**config.mk**
```make
export PLATFORM = sky130hd
export DESIGN_NAME = i2s_sample_tx_flat
export DESIGN_NICKNAME = d
export VERILOG_FILES = /design/src/rtl/audio_pkg.sv /design/src/rtl/i2s_sample_tx_if.sv /design/src/rtl/flipflop.sv /design/src/rtl/i2s_clock_gen.sv /design/src/rtl/i2s_sample_tx.sv /design/src/flat_wrapper.sv
export SDC_FILE = /design/constraint.sdc
export NUM_CORES = 1
export LEC_CHECK = 0
export BUFFER_PORTS_ARGS = -buffer_cell sky130_fd_sc_hd__buf_2
export CAP_MARGIN = 10
export CORE_MARGIN = 4
export CORE_UTILIZATION = 45
export CTS_BUF_LIST = sky130_fd_sc_hd__clkbuf_8
export CTS_CLUSTER_SIZE = 24
export DETAILED_ROUTE_END_ITERATION = 8
export PLACE_DENSITY_LB_ADDON = 0.2
export SYNTH_ARGS = -nofsm -noshare
export SYNTH_HDL_FRONTEND = slang
export SYNTH_HIERARCHICAL = 1
export SYNTH_SLANG_ARGS = --single-unit
```
**constraint.sdc**
```tcl
create_clock -name clk -period 4.8 [get_ports clk]
set_clock_uncertainty 0.1 [all_clocks]
set_input_delay 1.44 -clock clk [delete_from_list [all_inputs] [get_ports clk]]
set_output_delay 1.44 -clock clk [all_outputs]
set_load 0.01 [all_outputs]
```
**src/rtl/audio_pkg.sv**
```systemverilog
// Shared types and constants for the audio output path.
package audio_pkg;

  localparam int SAMPLE_WIDTH      = 16;
  localparam int CLK_PER_HALF_SCLK = 16;
  localparam int BIT_IDX_W         = $clog2(2 * SAMPLE_WIDTH);
  localparam int SAMPLE_IDX_W      = $clog2(SAMPLE_WIDTH);

  typedef logic [SAMPLE_WIDTH-1:0] sample_t;
  typedef logic [BIT_IDX_W-1:0]    bit_idx_t;

  // Word bit carried in I2S bit period p. The one-bit delay puts the left MSB
  // in period 1, and the right LSB spills into period 0 of the next frame.
  function automatic logic [SAMPLE_IDX_W-1:0] tx_bit_sel(bit_idx_t p);
    if (p == '0)
      return '0;
    else if (int'(p) <= SAMPLE_WIDTH)
      return SAMPLE_IDX_W'(SAMPLE_WIDTH - int'(p));
    else
      return SAMPLE_IDX_W'(2 * SAMPLE_WIDTH - int'(p));
  endfunction

endpackage

```
**src/rtl/i2s_sample_tx_if.sv**
```systemverilog
// Sample input strobe from the effects pipeline plus the I2S/flag outputs.
interface i2s_sample_tx_if;
  import audio_pkg::*;

  logic    valid;
  sample_t sample_in;
  logic    sclk;
  logic    lrclk;
  logic    sdata;
  logic    underrun;
  logic    overrun;

  modport master (
    output valid, sample_in,
    input  sclk, lrclk, sdata, underrun, overrun
  );

  modport slave (
    input  valid, sample_in,
    output sclk, lrclk, sdata, underrun, overrun
  );
endinterface

```
**src/rtl/flipflop.sv**
```systemverilog
// Generic enabled register with synchronous active-high reset.
module flipflop #(
  parameter int WIDTH = 1
) (
  input  logic             clk,
  input  logic             rst,
  input  logic             en,
  input  logic [WIDTH-1:0] d,
  output logic [WIDTH-1:0] q
);

  // Capture d whenever enabled.
  // NOTE: sequential state uses <= so every register samples pre-edge values.
  always_ff @(posedge clk) begin
    if (rst)
      q <= '0;
    else if (en)
      q <= d;
  end

endmodule

```
**src/rtl/i2s_clock_gen.sv**
```systemverilog
// SCLK divider and I2S bit-period counter. The counters hold the position of
// the cycle currently on the outputs; the strobes describe the cycle about to
// begin, so the top level can launch registered data exactly on the edge that
// starts each bit period.
module i2s_clock_gen
  import audio_pkg::*;
#(
  parameter int clk_per_half_sclk = CLK_PER_HALF_SCLK
) (
  input  logic     clk,
  input  logic     rst,
  output logic     sclk,
  output logic     lrclk,
  output bit_idx_t bit_idx,
  output logic     period_start,
  output logic     load
);

  localparam int HALF_W = $clog2(clk_per_half_sclk);
  localparam logic [HALF_W-1:0] HALF_LAST   = HALF_W'(clk_per_half_sclk - 1);
  localparam bit_idx_t          PERIOD_LAST = BIT_IDX_W'(2 * SAMPLE_WIDTH - 1);
  localparam bit_idx_t          FIRST_RIGHT = BIT_IDX_W'(SAMPLE_WIDTH);

  logic [HALF_W-1:0] half_cnt;
  logic [HALF_W-1:0] nxt_half;
  logic              nxt_high;
  bit_idx_t          period_q;
  bit_idx_t          nxt_period;
  logic              half_end;

  // Next divider position; a period ends at the end of its high half.
  // NOTE: every always_comb output gets a default first so no latch is inferred.
  always_comb begin
    half_end     = 1'b0;
    nxt_half     = '0;
    nxt_high     = sclk;
    nxt_period   = period_q;
    period_start = 1'b0;
    load         = 1'b0;

    half_end = (half_cnt == HALF_LAST);
    nxt_half = half_end ? '0 : half_cnt + 1'b1;
    if (half_end)
      nxt_high = ~sclk;
    if (half_end && sclk) begin
      period_start = 1'b1;
      nxt_period   = (period_q == PERIOD_LAST) ? '0 : period_q + 1'b1;
    end
    load = period_start && (nxt_period == BIT_IDX_W'(1));
  end

  assign bit_idx = nxt_period;

  // Advance the divider; sclk is the half-period phase register itself.
  always_ff @(posedge clk) begin
    if (rst) begin
      half_cnt <= '0;
      sclk     <= 1'b0;
      period_q <= '0;
      lrclk    <= 1'b0;
    end else begin
      half_cnt <= nxt_half;
      sclk     <= nxt_high;
      period_q <= nxt_period;
      lrclk    <= (nxt_period >= FIRST_RIGHT);
    end
  end

endmodule

```
**src/rtl/i2s_sample_tx.sv**
```systemverilog
// Mono I2S transmitter: one pending sample buffer decoupling the effects
// pipeline strobe from frame timing, with underrun/overrun pulses. The load
// decision is taken in the final cycle of period 0 so the new MSB is on sdata
// from the very first cycle of period 1; a valid strobe in that cycle is the
// one that collides with the load.
module i2s_sample_tx
  import audio_pkg::*;
#(
  parameter int clk_per_half_sclk = CLK_PER_HALF_SCLK
) (
  input  logic clk,
  input  logic rst,
  i2s_sample_tx_if.slave bus
);

  bit_idx_t bit_idx;
  logic     period_start;
  logic     load;
  sample_t  holding_q;
  sample_t  tx_q;
  sample_t  eff_sample;
  logic     pending_q;

  i2s_clock_gen #(
    .clk_per_half_sclk(clk_per_half_sclk)
  ) u_clock_gen (
    .clk          (clk),
    .rst          (rst),
    .sclk         (bus.sclk),
    .lrclk        (bus.lrclk),
    .bit_idx      (bit_idx),
    .period_start (period_start),
    .load         (load)
  );

  // A strobe always wins over the held value, on load cycles included.
  assign eff_sample = bus.valid ? bus.sample_in : holding_q;

  flipflop #(
    .WIDTH(SAMPLE_WIDTH)
  ) u_holding (
    .clk (clk),
    .rst (rst),
    .en  (bus.valid || load),
    .d   (eff_sample),
    .q   (holding_q)
  );

  // Pending flag, transmit word, serial data and status pulses.
  always_ff @(posedge clk) begin
    if (rst) begin
      pending_q    <= 1'b0;
      tx_q         <= '0;
      bus.sdata    <= 1'b0;
      bus.underrun <= 1'b0;
      bus.overrun  <= 1'b0;
    end else begin
      bus.overrun  <= bus.valid && pending_q;
      bus.underrun <= load && !bus.valid && !pending_q;

      if (load) begin
        tx_q      <= eff_sample;
        pending_q <= 1'b0;
      end else if (bus.valid) begin
        pending_q <= 1'b1;
      end

      if (period_start)
        bus.sdata <= load ? eff_sample[SAMPLE_WIDTH-1] : tx_q[tx_bit_sel(bit_idx)];
    end
  end

endmodule
```
**src/flat_wrapper.sv**
```systemverilog
// flat-port wrapper written by rule: the top's interface ports become plain ports
module i2s_sample_tx_flat import audio_pkg::*;
#(
  parameter int clk_per_half_sclk = CLK_PER_HALF_SCLK
)
  (clk, rst, bus_valid, bus_sample_in, bus_sclk, bus_lrclk, bus_sdata, bus_underrun, bus_overrun);
  i2s_sample_tx_if bus_i ();
  input  logic clk;
  input  logic rst;
  input wire logic [$bits(bus_i.valid)-1:0] bus_valid;
  input wire logic [$bits(bus_i.sample_in)-1:0] bus_sample_in;
  output wire logic [$bits(bus_i.sclk)-1:0] bus_sclk;
  output wire logic [$bits(bus_i.lrclk)-1:0] bus_lrclk;
  output wire logic [$bits(bus_i.sdata)-1:0] bus_sdata;
  output wire logic [$bits(bus_i.underrun)-1:0] bus_underrun;
  output wire logic [$bits(bus_i.overrun)-1:0] bus_overrun;
  assign bus_i.valid = bus_valid;
  assign bus_i.sample_in = bus_sample_in;
  assign bus_sclk = bus_i.sclk;
  assign bus_lrclk = bus_i.lrclk;
  assign bus_sdata = bus_i.sdata;
  assign bus_underrun = bus_i.underrun;
  assign bus_overrun = bus_i.overrun;
  i2s_sample_tx #(.clk_per_half_sclk(clk_per_half_sclk)) u_core (.clk(clk), .rst(rst), .bus(bus_i));
endmodule
```
==> results_dict.tcl, run 1 <==
set metrics [dict create \
    status "finished, final reports clean" \
    worstPathRequired_ns 4.88 \
    die_h_um 78.5 \
    vdd_drop_max_v 0.000184 \
    rows 25 \
    post-route-util 0.512 \
    dpl_cell_area_mm2 0.00234 \
    synthesis.nets 257 \
    grt_max_degree 47 \
    first_pass_iters 4 \
    num_antenna_cells 0 \
    synthDistinctLibCells 46 \
    final_common_cell "nor2_1" \
    synth_top_area_cell "dfxtp_1" \
    syn_inst 234 \
    endpoint_kind "flop" \
    nets 273 \
    worst_slew_margin_rel 0.439 \
    cts_made_buffers 5 \
    synth_edf_count 0 \
    setup-violations-final 0 \
    portBuffers 23 \
    start_kind "flop" \
    synthTopCellsByArea "dfxtp_1, nor2_1, mux2i_1, mux2_2, nor3_1" \
    syn2layout_area_growth_pct 9.08 \
    cts-resized-gates 0 \
    yosysSeqAreaShare 0.412 \
    drive_above_1_share 0.239 \
    multi_input_area_mm2 0.00119 \
    slew_viol_final 0 \
    synth_ff_type "dfxtp_1" \
    cts_buffer_depth 2 \
    period_needed_ns 3.31 \
    ios 24 \
    ys_warn_count 6 \
    core-area_mm2 0.00475 \
    fillers 475 \
    netlist.area_leader.share 0.412 \
    final_cell_mix "nor2_1, dfxtp_1, buf_2" \
    synth-simple-area-share 0.226 \
    overflow 0 \
    synth.area.mux_share 0.210 \
    start_util 0.470 \
    hold_viol_final 0 \
    path_class "flop to flop" \
    post-route-drc-count 0 \
    die-width_um 78.5 \
    drv_cap 0 \
    hold_path_class "flop to flop" \
    fin_crit_sh 0.689 \
    worstMarginPinSlew_ns 0.842 \
    async_flop_share 0 \
    synth_top_family_by_area "simple AND/OR/NAND/NOR gates" \
    ys_seq_elements 46 \
    finalNonFillerCells 318 \
    path_clk_slew_ns 0.08 \
    antenna_found_initial 0 \
    synth_compound_area_frac 0.0633 \
    power_density_mw_per_mm2 288 \
    final_area_mm2 0.00244 \
    num_vias 1630 \
    wl_per_cell_um 12.5 \
    dp_hpwl_um 2700 \
    regArea_um2 921 \
    gp_congestion 0.800 \
    place_inst 310 \
    cts.sinks 46 \
    fmax_mhz 302 \
    rsz0062_at_grt "no" \
    crit_arrival_ns 3.39 \
    tritoncts "built" \
    drt_iter0_drc 71 \
    routed_wl_um 3960 \
    synth-xor-area-share 0.0118 \
    p_leak_nw 1.04 \
    tns_ns 0 \
    vias_per_cell 5.13 \
    grt_first_pass_wirelength_um 7190 \
    track_usage 0.145 \
    grt_pass1_vias 1622 \
    clkLatencyLatePin_ns 0.29 \
    critPathMaxFanout 8 \
    syn_area_per_cell_um2 9.54 \
    post_cts_buffers 0 \
    cts.htree.levels 2 \
    finalPower_mw 0.702 \
    dieArea_mm2 0.00615 \
    ctsHoldBuffers 0 \
    cts_root_buf "clkbuf_8" \
    final_antenna_net_count 0 \
    synth_fa_ha_area_frac 0.0224 \
    synth_area_mm2 0.00223 \
]
==> stage by stage <==
stage	hold slack, ns	setup WS (ns)
floorplan	0.323	1.76
global placement	0.343	1.61
detailed placement	0.339	1.45
CTS	0.358	1.47
global route	0.387	1.23
finish	0.358	1.49
==> where the power goes <==
| part | internal (mW) | switching, mW |
|---|---|---|
| logic | 0.0285 | 0.0322 |
| registers | 0.392 | 0.00643 |
| clock network | 0.116 | 0.127 |
==> layer usage <==
| layer | wire length, µm | global-route usage |
|---|---|---|
| met3 | 145 | 0.0356 |
| met2 | 1810 | 0.238 |
| met1 | 1960 | 0.183 |
| met4 | 52 | 0.0524 |
| met5 | 0 | 0 |
==> layout make-up <==
type	instances	share of cell area
flip-flops and latches	46	0.378
inverters	6	0.00924
clock inverters	2	0.00514
well taps	67	0.0344
clock buffers	6	0.0339
multi-input cells	167	0.489
repair buffers	24	0.0503
==> worst paths after layout <==
| kind | depth (start not counted) | from | slack, ns | endpoint |
|---|---|---|---|---|
| worst max-delay path | 12 | u_core/u_clock_gen/period_q[0] | 1.49 | u_core/bus.sdata |
| worst min-delay path | 2 | u_core/pending_q | 0.36 | u_core/bus.overrun |
| worst max register to register | 12 | u_core/u_clock_gen/period_q[0] | 1.49 | u_core/bus.sdata |
| worst min register to register | 2 | u_core/pending_q | 0.36 | u_core/bus.overrun |
==> Yosys cell counts (4+ instances only) <==
master	n
nor3_1	17
a31oi_1	5
mux2_2	13
a21oi_1	5
clkbuf_1	6
mux2_1	6
nand2_1	10
inv_1	6
dfxtp_1	46
ha_1	4
nor2_1	53
mux2i_1	16
==> cell families after synthesis <==
kind of cell | Yosys count
AO/OA/AOI/OAI | 19
XOR/XNOR | 3
adder cells (fa/ha/maj) | 4
buffers and inverters | 21
flip-flops | 46
multiplexers | 39
AND/OR/NAND/NOR | 102
==> sequential cells by signal, indices dropped and copies added (netlist names) <==
name                         count
u_core/u_holding/q              16
u_core/u_clock_gen/half_cnt      4
u_core/u_clock_gen/sclk          1
u_core/u_clock_gen/period_q      4
u_core/tx_q                     16
u_core/u_clock_gen/lrclk         1
u_core/pending_q                 1
u_core/bus.underrun              1
u_core/bus.sdata                 1
u_core/bus.overrun               1
==> critical path, stage by stage (launching register included) <==
cell	delay [ns]
dfxtp_1	0.34
ha_1	0.24
and3_1	0.16
ha_1	0.23
or3_4	0.42
nand2_1	0.20
inv_1	0.13
ha_1	0.33
xnor2_1	0.27
mux4_2	0.33
mux2_2	0.28
o2111ai_1	0.07
a31oi_1	0.10
Note: power is estimated with default switching activity, not from simulation.
==> run 2, diff against run 1 <==
Clock period 4.8 ns to 3.4 ns, I/O delays scaled along.
==> run 2 against run 1 <==
Register-to-register slack got worse by 1.2 ns. Largest power group unchanged. Hold slack worse by 0.0026 ns. Clock power is 65% higher. First-iteration DRC count is 20% lower.
==> results_dict.tcl, run 2 (synthesis gave the netlist of run 1 again) <==
set metrics [dict create \
    endpoint_kind "flop" \
    clkLatencyLatePin_ns 0.30 \
    hold_viol_final 0 \
    num_vias 1644 \
    die_h_um 78.5 \
    first_pass_iters 4 \
    post-route-drc-count 0 \
    antenna_found_initial 0 \
    final_antenna_net_count 0 \
    cts_root_buf "clkbuf_8" \
    drt_iter0_drc 57 \
    finalNonFillerCells 321 \
    start_util 0.470 \
    critPathMostFrequentCell "ha_1" \
    rsz0062_at_grt "no" \
    track_usage 0.142 \
    core-area_mm2 0.00475 \
    dieArea_mm2 0.00615 \
    path_cells "ha_1, and3_1, ha_1, or3_4, nand2_1, inv_1, ha_1, xnor2_1, mux4_2, mux2_2, o2111ai_1, a31oi_1" \
    slowest_delay_ns 0.42 \
    start_kind "flop" \
    worstMarginPinSlew_ns 0.618 \
    dp_hpwl_um 2770 \
    post_cts_buffers 0 \
    cts_buffer_depth 2 \
    fillers 456 \
    routed_wl_um 3990 \
    portBuffers 23 \
    rr_worst_depth 12 \
    path_clk_slew_ns 0.08 \
    worst_slack_ns 0.263 \
    setup-violations-final 0 \
    cts.sinks 46 \
    drive_above_1_share 0.244 \
    rows 25 \
    top_regs "u_core/tx_q (16), u_core/u_holding/q (16)" \
    wl_per_cell_um 12.4 \
    fin_crit_sh 0.923 \
    period_needed_ns 3.14 \
    overflow 0 \
    ctsHoldBuffers 0 \
    fmax_mhz 319 \
    path_class "flop to flop" \
    vdd_drop_max_v 0.000229 \
    num_antenna_cells 0 \
    cts_made_buffers 5 \
    slew_viol_final 0 \
    grt_max_degree 31 \
    vias_per_cell 5.12 \
    grt_first_pass_wirelength_um 6970 \
    critical_path.slowest_cell "or3_4" \
    r2r_setup_slack_ns 0.26 \
    final_cell_mix "nor2_1, dfxtp_1, buf_2" \
    drv_cap 0 \
    worstPathRequired_ns 3.48 \
    critPathMaxFanout 8 \
    ios 24 \
    worst_slew_margin_rel 0.587 \
    r2r_end "u_core/bus.sdata" \
    hold_path_class "flop to flop" \
    r2r-start "u_core/u_clock_gen/period_q[0]" \
    crit_arrival_ns 3.21 \
    holdPathStages 2 \
    tritoncts "built" \
    gp_congestion 0.854 \
    power_density_mw_per_mm2 422 \
    die-width_um 78.5 \
    multi_input_area_mm2 0.00119 \
    dp_slack_ns 0.284 \
    nets 276 \
    hold_start "u_core/pending_q" \
    hold_end "u_core/bus.overrun" \
    status "finished, final reports clean" \
    cts-resized-gates 0 \
    grt_pass1_vias 1545 \
    final_common_cell "nor2_1" \
    tns_ns 0 \
    syn2layout_area_growth_pct 11.3 \
    cts.htree.levels 2 \
    p_leak_nw 1.07 \
    place_inst 313 \
    regArea_um2 921 \
]
[run 2: changes by cell type in the layout (fill, tap and decap cells not counted)]
cell | previous run | this run
buf_12 | 0 | 1
buf_4 | 1 | 3
inv_1 | 6 | 7
clkinv_2 | 1 | 0
bufinv_16 | 0 | 1
clkbuf_8 | 6 | 5
[run 2: how the worst max path moves through the flow]
stage	from	end	slack, ns	cells after the start
2_1_floorplan	u_core/u_clock_gen/period_q[0]	u_core/bus.sdata	0.36	13
3_3_place_gp	u_core/u_clock_gen/period_q[0]	u_core/bus.sdata	0.39	12
3_5_place_dp	u_core/u_clock_gen/period_q[0]	u_core/bus.sdata	0.28	12
4_1_cts	u_core/u_clock_gen/period_q[0]	u_core/bus.sdata	0.26	12
5_1_grt	u_core/u_clock_gen/period_q[0]	u_core/bus.sdata	0.002	12
6_report	u_core/u_clock_gen/period_q[0]	u_core/bus.sdata	0.26	12
[run 2: routing by layer]
metal	GRT usage	wire length, µm	vias to the layer above
li1	-	-	851
met1	0.185	1960	756
met2	0.223	1800	30
met3	0.0459	160	7
met4	0.0437	67	0
met5	0	0	-
[run 2: final cells by class]
cell class / count / area share
well taps: 67 / 0.0337
repair buffers: 27 / 0.0634
flip-flops and latches: 46 / 0.370
multi-input cells: 167 / 0.479
clock inverters: 3 / 0.0166
clock buffers: 5 / 0.0277
inverters: 6 / 0.00906
[run 2: worst max-delay path, delay by kind of cell, from the launching register on]
family                   cells  cell delay [ns]
XOR/XNOR                     1             0.26
multiplexers                 2             0.60
buffers and inverters        1             0.09
AND/OR/NAND/NOR              3             0.67
AO/OA/AOI/OAI                2             0.18
adder cells (fa/ha/maj)      3             0.78
flip-flops                   1             0.34
[run 2: power breakdown]
group / switching, mW / leakage (nW) / total, mW / internal [mW]
combinational: 0.0448 / 0.636 / 0.0866 / 0.0417
clock: 0.183 / 0.0556 / 0.400 / 0.216
sequential: 0.00927 / 0.374 / 0.563 / 0.554
total: 0.237 / 1.07 / 1.05 / 0.812
[run 2: per-stage QoR]
step                      hold slack, ns  instance area, µm²   util  total power, mW
final                              0.356                2490  0.523             1.05
after global routing               0.394                2490  0.523             1.10
after CTS                          0.354                2490  0.523             1.06
after detailed placement           0.337                2380  0.500            0.662
after global placement             0.341                2380  0.500            0.662
after floorplan                    0.323                2230      -            0.643
